**config.mk**
```make
export PLATFORM = sky130hd
export DESIGN_NAME = yellow_blob_tracker
export DESIGN_NICKNAME = d
export VERILOG_FILES = /design/src/rtl/yellow_blob_tracker.sv
export SDC_FILE = /design/constraint.sdc
export NUM_CORES = 1
export LEC_CHECK = 0
export ABC_AREA = 1
export BUFFER_PORTS_ARGS = -buffer_cell sky130_fd_sc_hd__buf_2
export CORE_ASPECT_RATIO = 0.75
export CORE_UTILIZATION = 28
export CTS_BUF_LIST = sky130_fd_sc_hd__clkbuf_8
export CTS_CLUSTER_DIAMETER = 100
export DETAILED_ROUTE_END_ITERATION = 8
export SYNTH_ARGS = -nofsm -noshare
export SYNTH_HDL_FRONTEND = slang
export SYNTH_SLANG_ARGS = --single-unit
export TNS_END_PERCENT = 5
```
**constraint.sdc**
```tcl
create_clock -name clk -period 5.35 [get_ports clk]
set_input_delay 1.07 -clock clk [delete_from_list [all_inputs] [get_ports clk]]
set_output_delay 1.07 -clock clk [all_outputs]
set_load 0.02 [all_outputs]
```
**src/rtl/yellow_blob_tracker.sv**
```systemverilog
// ============================================================================
//  Module   : yellow_blob_tracker
//  Purpose  : Per-frame yellow pixel count and bounding box from a mask stream,
//             reported on a valid/ready handshake. YELLOW_CENTROID_EN adds a
//             serial-divider centroid (res_cx/res_cy).
//  Revision : 1.0 - initial release
// ============================================================================
`default_nettype none

module yellow_blob_tracker #(
    parameter int H_MAX   = 640,
    parameter int V_MAX   = 480,
    parameter int X_W     = 10,
    parameter int Y_W     = 9,
    parameter int CNT_W   = 19,
    parameter int MIN_PIX = 16
) (
    input  logic             clk,
    input  logic             rst,
    input  logic             mask_valid,
    input  logic             mask_bit,
    input  logic             mask_sof,
    input  logic             mask_eol,
    input  logic             mask_eof,
    output logic             res_valid,
    input  logic             res_ready,
    output logic             res_found,
    output logic [CNT_W-1:0] res_count,
    output logic [X_W-1:0]   res_xmin,
    output logic [X_W-1:0]   res_xmax,
    output logic [Y_W-1:0]   res_ymin,
    output logic [Y_W-1:0]   res_ymax,
`ifdef YELLOW_CENTROID_EN
    output logic [X_W-1:0]   res_cx,
    output logic [Y_W-1:0]   res_cy,
`endif
    output logic             frame_drop
);

    localparam logic [1:0] S_IDLE   = 2'd0;
    localparam logic [1:0] S_ACCUM  = 2'd1;
`ifdef YELLOW_CENTROID_EN
    localparam logic [1:0] S_DIV    = 2'd2;
`endif
    localparam logic [1:0] S_REPORT = 2'd3;

    localparam logic [X_W-1:0]   c_X_LAST  = X_W'(H_MAX - 1);
    localparam logic [Y_W-1:0]   c_Y_LAST  = Y_W'(V_MAX - 1);
    localparam logic [CNT_W-1:0] c_MIN_PIX = CNT_W'(MIN_PIX);

    logic [1:0]       r_state;
    logic [1:0]       w_state_n;
    logic [X_W-1:0]   r_x;
    logic [Y_W-1:0]   r_y;
    logic [CNT_W-1:0] r_count;
    logic [X_W-1:0]   r_xmin, r_xmax;
    logic [Y_W-1:0]   r_ymin, r_ymax;

    logic             r_res_found;
    logic [CNT_W-1:0] r_res_count;
    logic [X_W-1:0]   r_res_xmin, r_res_xmax;
    logic [Y_W-1:0]   r_res_ymin, r_res_ymax;

    logic             w_take, w_eof_take, w_busy;
    logic [X_W-1:0]   w_cur_x, w_nxt_x;
    logic [Y_W-1:0]   w_cur_y, w_nxt_y;
    logic [CNT_W-1:0] w_base_cnt, w_count_n;
    logic             w_first, w_add;
    logic [X_W-1:0]   w_xmin_n, w_xmax_n;
    logic [Y_W-1:0]   w_ymin_n, w_ymax_n;
    logic             w_found_n;

    // A sof pixel is always (0,0) with an empty accumulator, even mid-frame.
    always_comb begin
        w_take     = mask_valid && ((r_state == S_ACCUM) || ((r_state == S_IDLE) && mask_sof));
        w_eof_take = w_take && mask_eof;
        w_cur_x    = mask_sof ? '0 : r_x;
        w_cur_y    = mask_sof ? '0 : r_y;
        w_nxt_x    = mask_eol ? '0 : ((w_cur_x == c_X_LAST) ? c_X_LAST : w_cur_x + 1'b1);
        w_nxt_y    = !mask_eol ? w_cur_y : ((w_cur_y == c_Y_LAST) ? c_Y_LAST : w_cur_y + 1'b1);
        w_base_cnt = mask_sof ? '0 : r_count;
        w_first    = (w_base_cnt == '0);
        w_add      = mask_bit && !(&w_base_cnt);
        w_count_n  = w_add ? w_base_cnt + 1'b1 : w_base_cnt;
        w_xmin_n   = r_xmin;
        w_xmax_n   = r_xmax;
        w_ymin_n   = r_ymin;
        w_ymax_n   = r_ymax;
        if (mask_bit) begin
            if (w_first || (w_cur_x < r_xmin)) w_xmin_n = w_cur_x;
            if (w_first || (w_cur_x > r_xmax)) w_xmax_n = w_cur_x;
            if (w_first || (w_cur_y < r_ymin)) w_ymin_n = w_cur_y;
            if (w_first || (w_cur_y > r_ymax)) w_ymax_n = w_cur_y;
        end
        w_found_n  = (w_count_n >= c_MIN_PIX);
    end

`ifdef YELLOW_CENTROID_EN
    localparam int c_QW = (X_W > Y_W) ? X_W : Y_W;
    localparam int c_SW = $clog2(X_W + Y_W + 1);
    localparam logic [c_SW-1:0] c_STEP_X_END = c_SW'(X_W - 1);
    localparam logic [c_SW-1:0] c_STEP_END   = c_SW'(X_W + Y_W - 1);

    logic [X_W+CNT_W-1:0] r_sum_x, w_sum_x_n;
    logic [Y_W+CNT_W-1:0] r_sum_y, w_sum_y_n;
    logic [CNT_W-1:0]     r_div_rem, w_div_rem_n;
    logic [c_QW-1:0]      r_div_lo, r_div_q, w_div_q_n;
    logic [c_SW-1:0]      r_div_step;
    logic [CNT_W:0]       w_div_t;
    logic                 w_div_ge;
    logic [X_W-1:0]       r_res_cx;
    logic [Y_W-1:0]       r_res_cy;

    // Restoring step: the remainder starts as the high part of the sum, which is
    // already below the count because the average coordinate fits X_W/Y_W bits.
    always_comb begin
        w_sum_x_n   = (mask_sof ? '0 : r_sum_x) + (w_add ? (X_W+CNT_W)'(w_cur_x) : '0);
        w_sum_y_n   = (mask_sof ? '0 : r_sum_y) + (w_add ? (Y_W+CNT_W)'(w_cur_y) : '0);
        w_div_t     = {r_div_rem, r_div_lo[c_QW-1]};
        w_div_ge    = (w_div_t >= {1'b0, r_count});
        w_div_rem_n = w_div_ge ? CNT_W'(w_div_t - {1'b0, r_count}) : w_div_t[CNT_W-1:0];
        w_div_q_n   = {r_div_q[c_QW-2:0], w_div_ge};
    end

    always_ff @(posedge clk or posedge rst) begin
        if (rst) begin
            r_sum_x    <= '0;
            r_sum_y    <= '0;
            r_div_rem  <= '0;
            r_div_lo   <= '0;
            r_div_q    <= '0;
            r_div_step <= '0;
            r_res_cx   <= '0;
            r_res_cy   <= '0;
        end else begin
            if (w_take) begin
                r_sum_x <= w_sum_x_n;
                r_sum_y <= w_sum_y_n;
            end
            if (w_eof_take) begin
                r_res_cx   <= '0;
                r_res_cy   <= '0;
                r_div_step <= '0;
                r_div_q    <= '0;
                r_div_rem  <= w_sum_x_n[X_W+CNT_W-1 -: CNT_W];
                r_div_lo   <= c_QW'(w_sum_x_n[X_W-1:0]) << (c_QW - X_W);
            end else if (r_state == S_DIV) begin
                r_div_step <= r_div_step + 1'b1;
                if (r_div_step == c_STEP_X_END) begin
                    r_res_cx  <= w_div_q_n[X_W-1:0];
                    r_div_q   <= '0;
                    r_div_rem <= r_sum_y[Y_W+CNT_W-1 -: CNT_W];
                    r_div_lo  <= c_QW'(r_sum_y[Y_W-1:0]) << (c_QW - Y_W);
                end else begin
                    if (r_div_step == c_STEP_END) r_res_cy <= w_div_q_n[Y_W-1:0];
                    r_div_q   <= w_div_q_n;
                    r_div_rem <= w_div_rem_n;
                    r_div_lo  <= r_div_lo << 1;
                end
            end
        end
    end

    assign res_cx = r_res_cx;
    assign res_cy = r_res_cy;
`endif

    always_ff @(posedge clk or posedge rst) begin
        if (rst) r_state <= S_IDLE;
        else     r_state <= w_state_n;
    end

    always_comb begin
        w_state_n = r_state;
        case (r_state)
            S_IDLE, S_ACCUM: begin
                if (w_eof_take) begin
`ifdef YELLOW_CENTROID_EN
                    w_state_n = w_found_n ? S_DIV : S_REPORT;
`else
                    w_state_n = S_REPORT;
`endif
                end else if (w_take) begin
                    w_state_n = S_ACCUM;
                end
            end
`ifdef YELLOW_CENTROID_EN
            S_DIV:    if (r_div_step == c_STEP_END) w_state_n = S_REPORT;
`endif
            S_REPORT: if (res_ready) w_state_n = S_IDLE;
            default:  w_state_n = S_IDLE;
        endcase
    end

    always_comb begin
`ifdef YELLOW_CENTROID_EN
        w_busy = (r_state == S_REPORT) || (r_state == S_DIV);
`else
        w_busy = (r_state == S_REPORT);
`endif
        res_valid  = (r_state == S_REPORT);
        frame_drop = w_busy && mask_valid && mask_sof;
    end

    always_ff @(posedge clk or posedge rst) begin
        if (rst) begin
            r_x         <= '0;
            r_y         <= '0;
            r_count     <= '0;
            r_xmin      <= '0;
            r_xmax      <= '0;
            r_ymin      <= '0;
            r_ymax      <= '0;
            r_res_found <= 1'b0;
            r_res_count <= '0;
            r_res_xmin  <= '0;
            r_res_xmax  <= '0;
            r_res_ymin  <= '0;
            r_res_ymax  <= '0;
        end else if (w_take) begin
            r_x     <= w_nxt_x;
            r_y     <= w_nxt_y;
            r_count <= w_count_n;
            r_xmin  <= w_xmin_n;
            r_xmax  <= w_xmax_n;
            r_ymin  <= w_ymin_n;
            r_ymax  <= w_ymax_n;
            if (mask_eof) begin
                r_res_found <= w_found_n;
                r_res_count <= w_count_n;
                r_res_xmin  <= w_found_n ? w_xmin_n : '0;
                r_res_xmax  <= w_found_n ? w_xmax_n : '0;
                r_res_ymin  <= w_found_n ? w_ymin_n : '0;
                r_res_ymax  <= w_found_n ? w_ymax_n : '0;
            end
        end
    end

    assign res_found = r_res_found;
    assign res_count = r_res_count;
    assign res_xmin  = r_res_xmin;
    assign res_xmax  = r_res_xmax;
    assign res_ymin  = r_res_ymin;
    assign res_ymax  = r_res_ymax;

endmodule

`default_nettype wire

```
* Word level (Yosys, flattened, before mapping)
Cells that the tools add are included.
** Operators by class
- Multiplexer cells :: 24
- Reduce and logical (&&, ||, !) cells :: 18
- Eq/ne operators :: 6
- Magnitude comparators :: 5
- Add/subtract/negate cells :: 3
** Operator list (count)
- $mux W10 :: 9
- $mux W9 :: 9
- $mux W19 :: 2
- $add A19 B1 Y19 const B :: 1
- $ge A19 B5 Y1 const B :: 1
- $logic_not A19 Y1 :: 1
- $reduce_and A19 Y1 :: 1
- $add A10 B1 Y10 const B :: 1
- $eq A10 B10 Y1 const B :: 1
- $gt A10 B10 Y1 :: 1
- $lt A10 B10 Y1 :: 1
- $add A9 B1 Y9 const B :: 1
- $eq A9 B9 Y1 const B :: 1
- $gt A9 B9 Y1 :: 1
- $lt A9 B9 Y1 :: 1
- $logic_and A1 B1 Y1 :: 6
- $mux W2 :: 3
- $logic_or A1 B1 Y1 :: 5
- $pmux W2 S2 :: 1
- $reduce_and A2 Y1 :: 2
- $ne A3 B3 Y1 const B :: 1
- $eq A2 B1 Y1 const B :: 1
- $eq A2 B2 Y1 const B :: 1
- $logic_not A2 Y1 :: 1
- other kinds (3) :: 3
** Word-level totals
- Register bits :: 136
- Bits of input ports :: 8
- Output and inout bits :: 60
- Word-level logic and storage cells :: 70

* Logic depth before layout (Yosys ltp)
- Word-level depth :: 7
- Gate-level depth with buffers :: 22
- Depth with buffers taken out :: 19

* Worst setup path after synthesis
Ideal clock, no wire load.
- Path type :: input port to flip-flop
- Start point :: in mask_sof
- End point :: reg r_res_ymax[3], in the netlist res_ymax[3]
- Stages on the path :: 21
- Setup slack :: 1.997 ns
- Data arrival time :: 3.236 ns
- Required time :: 5.233 ns
- Buffers on the path :: 4
- Setup time :: 0.117 ns
- Cell sequence :: inv_4 -> buf_4 -> nand2_1 -> inv_1 -> ha_1 -> nand2_1 -> nor2_4 -> nand2_2 -> nor2_2 -> nand3_4 -> nand2_4 -> buf_6 -> nand2_2 -> nand2_2 -> nand3_1 -> nor2_1 -> nand2_2 -> buf_6 -> buf_8 -> nand3_2 -> nand2_1
** Between the ends
- Word-level cells in the longest chain between the ends :: 7
- Elaborated cells between the ends (all ways) :: 18
- Classes of those cells :: 1 x add/sub; 2 x order compare; 6 x mux; 9 x reduce/logical
** RTL lines
- start: declaration :: RTL line 22 : input logic mask_sof,
- parallel branches: the longest is 7 deep, another holds $add A19 B1 Y19
- end signal: assignment :: RTL line 234 : r_res_ymax <= w_found_n ? w_ymax_n : '0;
- end: declaration :: RTL line 62 : logic [Y_W-1:0] r_res_ymin, r_res_ymax;
Parallel ways; which one is timed is not known.
A chain may end at the register's enable or synchronous reset.

* Worst setup path after layout
- Start point :: in mask_sof
- End point :: reg r_res_xmin[1], in the netlist res_xmin[1]
** Between the ends
- Word-level cells in the longest chain between the ends :: 7
- Elaborated cells between the ends (all ways) :: 18
- Classes of those cells :: 1 x add/sub; 2 x order compare; 6 x mux; 9 x reduce/logical
** RTL lines
- parallel branches: the longest is 7 deep, another holds $add A19 B1 Y19
- end signal: assignment :: RTL line 231 : r_res_xmin <= w_found_n ? w_xmin_n : '0;
- end: declaration :: RTL line 61 : logic [X_W-1:0] r_res_xmin, r_res_xmax;
Parallel ways; which one is timed is not known.

==> results.txt <==
* Data required time of the worst path: 5680 ps
- Buffers inserted during clock tree synthesis total 17.
* Floorplan Core Area: 27,400 sq um
- Final net count: 1,165
- The cell area that synthesis handed to floorplanning was 7930 sq um.
- The worst pin sits at a relative slew slack of 30.4%.
* Via count of the routed design: 6,996
- The largest individual stage delay along the critical path comes from the cell sky130_fd_sc_hd__inv_4.
- Vias in the first global route: 6,642
- Grt ovf: 0
* Top-area cell type share of the netlist area: 42.9%
* Yosys top cell by area: sky130_fd_sc_hd__dfrtp_1
- In the final layout, the share of cells above drive strength 1 is 12.9%.
- The first global-routing pass estimated 36.0 mm of wire.
- Synthesis instantiated 40 different standard cells from the library.
* Total of endpoints with negative setup slack in the final report: 0
- Launch instance of the worst register-to-register path: r_count[0]$_DFFE_PP0P_
* CP bufs+invs: 5
- Worst hold slack: 478 ps
- Detailed Routing Iterations Pass 1: 5
* Pin count of the biggest net entering global routing: 103
- Synthesis produced a netlist whose cell count is 1,067.
* Vias per cell: 4.65
- Cells taking the most area after synthesis: sky130_fd_sc_hd__dfrtp_1 43%, sky130_fd_sc_hd__nand2_1 17%, sky130_fd_sc_hd__ha_1 6.3%, sky130_fd_sc_hd__o21ai_0 5.8%, sky130_fd_sc_hd__inv_1 5.3%
* Highest cell delay on the worst timing path: 350 ps
* Placed Cells: 1,476
* Share of the clock period used by the worst path: 79.5%
* Remaining antenna violation count: 0
* Actual transition at the worst max-transition pin: 1040 ps
* Kind of critical path: primary input to flip-flop
- Power density cells: 391 nW/um^2
- The path class of the tightest hold or removal check is flip-flop to flip-flop.
* Hpwl dp: 15.2 mm
- Post-Layout Inst Area: 9040 sq um
- Worst-case vdd ir drop: 0.000164 V
- The analysis attributes to cell leakage a power of 4.52 nW.
- Setup repair bufs after CTS: 0
- Worst Path Max Fanout: 39
- Total number of placement rows: 52
- Starting Density: 29.0%
* Floorplan die area: 29,000 sq um
- Number of buffers added on ports: 67
- In this design, the largest share of critical-path delay is due to simple AND/OR/NAND/NOR gates.
- The flow ran to the end, and the final reports show no timing, DRC or antenna violations.
* Final worst setup slack: 1100 ps
- For the worst setup path, the data arrival time is 4590 ps.
- Kind of end point of the critical path: flip-flop
- The first routing iteration left 464 violations.
- The cell that appears most often on the critical path is sky130_fd_sc_hd__nand2_1.
- Largest clock skew in the final design: 12.4 ps
- Multi-input gate area in the final layout: 3870 sq um
- CTS placed an instance of sky130_fd_sc_hd__clkbuf_8 at the clock tree root.
- Once placement finished, the instance area stood at 8590 sq um.
- The most critical setup path has its startpoint at mask_sof.
- Overall fraction of global-route tracks in use: 15.8%
- CTS saw 136 sinks.
- Pre-CTS setup slack: 701 ps
- Crit start category: primary input
- Routed Wire Length: 21.6 mm
* Synth warn: 0
- The repair_antennas step left the layout with diodes totalling 0.
- The longest clock path from root to sink contains 2 buffers.
* Initial antenna violation count: 0
- Across the run, the number of max-cap violations was 0.
- Clock-pin transition on the worst setup and hold timing paths: 70 ps
* Count of pins on the block boundary: 68
- The die is 148 um tall.
- The worst hold path terminates at res_ymin[6]$_DFFE_PP0P_.
* FF+latch area: 3400 sq um
- From synthesis to final layout, the design area changed by 13.9%.
* Maximum achievable frequency: 0.235 GHz
- For this run, the register share of the synthesized area comes to 42.9%.
- Hold_buf cts: 0
- The die is 196 um wide.
- Number of cells in the finished layout apart from fillers: 1,505
- Once the clock tree was built, the resizer swapped 0 gates to a different size.
- Counting instances, the worst hold path has a depth of 2.
- Mean post-synth cell area: 7.44 sq um
- At the end of routability-driven placement, the weighted congestion stood at 0.869.
* Register-to-register setup slack: 2060 ps
- Synth Net Count: 1,115
- TritonCTS built the clock tree.
- The endpoint identified for the worst register-to-register timing path is res_xmin[1]$_DFFE_PP0P_.
- RSZ-0062 raised after global routing: false
- The H-tree was split into 4 levels.
* Cells along the critical path: buf_2 > inv_4 > nand2_1 > inv_1 > ha_1 > nand2_1 > nor2_4 > nand2_2 > nor2_2 > nand3_4 > nand2_4 > inv_4 > nand2_1 > nand2_1 > nor2_1 > nand2_1 > nor2_1 > nand2_2 > buf_4 > nand3_1 > nand2_1
- Setup total negative slack on the finished layout was measured at 0 ps.
- Final Max Slew Viols: 0
- Clock latency reported for the late side of the worst-skew pair: 460 ps
* Hold path start: res_ymin[6]$_DFFE_PP0P_
- Synthesized flop and latch total: 136
* Number of remaining DRC errors: 0
* Hold Fails Final Rpt: 0
* Cell depth of the worst flop-to-flop path: 19
- For the finished layout, the period the worst path requires is 4250 ps.
- Number of inserted filler cells in the final layout: 2,954
- Wire length per cell after detailed routing: 14.3 um
where the power goes:
part	internal (mW)	total, mW	switching [mW]
sequential	1.22	1.33	0.113
clock	0.582	0.996	0.413
combinational	0.352	1.21	0.855
total	2.15	3.54	1.38
flip-flops by register name, summed over array words and instances (netlist names):
| register | flops |
|---|---|
| res_found | 1 |
| res_ymin | 9 |
| r_state | 2 |
| r_x | 10 |
| res_xmin | 10 |
| r_ymin | 9 |
| res_ymax | 9 |
| r_xmin | 10 |
| r_count | 19 |
| r_ymax | 9 |
| res_count | 19 |
| res_xmax | 10 |
| r_xmax | 10 |
| r_y | 9 |
kinds of logic (layout without fill, tap and decap cells):
kind of cell,count (synthesis),count (layout),share of synthesized area (%)
AND/OR/NAND/NOR,559,559,30.2
AO/OA/AOI/OAI,154,154,10.3
buffers and inverters,161,221,8.37
flip-flops,136,136,42.9
adder cells (fa/ha/maj),40,40,6.31
XOR/XNOR,17,17,1.88
cell usage after synthesis (all sizes together):
| library cell | number |
|---|---|
| nand2 | 373 |
| dfrtp | 136 |
| inv | 117 |
| o21ai | 115 |
| nor2 | 83 |
| nand3 | 78 |
| ha | 40 |
| clkbuf | 26 |
| a21oi | 20 |
| buf | 17 |
| xor2 | 14 |
| nand4 | 11 |
| nor3 | 7 |
| nor4 | 6 |
| o22ai | 5 |
| o2111ai | 3 |
| xnor2 | 3 |
| a22oi | 2 |
| a31oi | 2 |
| o211ai | 2 |
| o31ai | 2 |
| a31o | 1 |
| a32oi | 1 |
| and2 | 1 |
| clkinv | 1 |
| o32ai | 1 |
through the flow:
step | utilization (%) | total power [mW]
finish | 33.0 | 3.54
detailed placement | 31.4 | 2.56
CTS | 33.0 | 3.57
floorplan | - | 2.22
global placement | 31.4 | 2.54
global route | 33.0 | 3.80
cells in the final DEF (no fill, tap or decap), drive strengths merged:
| cell type | Yosys | layout |
|---|---|---|
| nand2 | 373 | 373 |
| dfrtp | 136 | 136 |
| inv | 117 | 117 |
| o21ai | 115 | 115 |
| nor2 | 83 | 83 |
| nand3 | 78 | 78 |
| buf | 17 | 74 |
| ha | 40 | 40 |
| a21oi | 20 | 20 |
| clkbuf | 26 | 20 |
| xor2 | 14 | 14 |
| nand4 | 11 | 11 |
| nor3 | 7 | 7 |
| nor4 | 6 | 6 |
| o22ai | 5 | 5 |
| bufinv | 0 | 5 |
| clkinv | 1 | 4 |
| o2111ai | 3 | 3 |
| xnor2 | 3 | 3 |
| o211ai | 2 | 2 |
| a31oi | 2 | 2 |
| o31ai | 2 | 2 |
| a22oi | 2 | 2 |
| a31o | 1 | 1 |
| and2 | 1 | 1 |
| a32oi | 1 | 1 |
| o32ai | 1 | 1 |
| clkinvlp | 0 | 1 |
worst max-delay path by stage:
stage / end / cells past startpoint / slack [ps]
2_1_floorplan: r_count[0]$_DFFE_PP0P_ / 1 / 640
3_3_place_gp: res_xmin[1]$_DFFE_PP0P_ / 21 / 710
3_5_place_dp: res_xmax[0]$_DFFE_PP0P_ / 21 / 700
4_1_cts: res_xmax[0]$_DFFE_PP0P_ / 21 / 1190
5_1_grt: res_xmin[1]$_DFFE_PP0P_ / 21 / 800
6_report: res_xmin[1]$_DFFE_PP0P_ / 21 / 1100
area by class of cell:
| cell class | instances | share of cell area, % |
|---|---|---|
| clock buffer | 20 | 3.04 |
| clock inverter | 9 | 1.91 |
| inverter | 118 | 5.01 |
| multi-input combinational | 770 | 42.9 |
| sequential | 136 | 37.6 |
| tap | 378 | 5.23 |
| timing repair buffer | 74 | 4.29 |
worst register-to-register path, stage by stage (launching register included):
cell                      delay (ps)
sky130_fd_sc_hd__dfrtp_1         400
sky130_fd_sc_hd__nand2_1         130
sky130_fd_sc_hd__inv_1           170
sky130_fd_sc_hd__ha_1            220
sky130_fd_sc_hd__nand2_1         100
sky130_fd_sc_hd__nor2_4          220
sky130_fd_sc_hd__nand2_2          90
sky130_fd_sc_hd__nor2_2          160
sky130_fd_sc_hd__nand3_4         160
sky130_fd_sc_hd__nand2_4         240
sky130_fd_sc_hd__inv_4           100
sky130_fd_sc_hd__nand2_1          80
sky130_fd_sc_hd__nand2_1         120
sky130_fd_sc_hd__nor2_1          120
sky130_fd_sc_hd__nand2_1          80
sky130_fd_sc_hd__nor2_1          190
sky130_fd_sc_hd__nand2_2          60
sky130_fd_sc_hd__buf_4           300
sky130_fd_sc_hd__nand3_1         170
sky130_fd_sc_hd__nand2_1          80
layer usage:
| layer | track usage [%] | share of wire (%) | wire (um) |
|---|---|---|---|
| met1 | 23.8 | 52 | 11300 |
| met2 | 22.9 | 42 | 9160 |
| met3 | 3.17 | 4.4 | 954 |
| met4 | 3.44 | 0.70 | 150 |
| met5 | 0 | 0 | 0 |
Note: power is estimated with default switching activity, not from simulation.
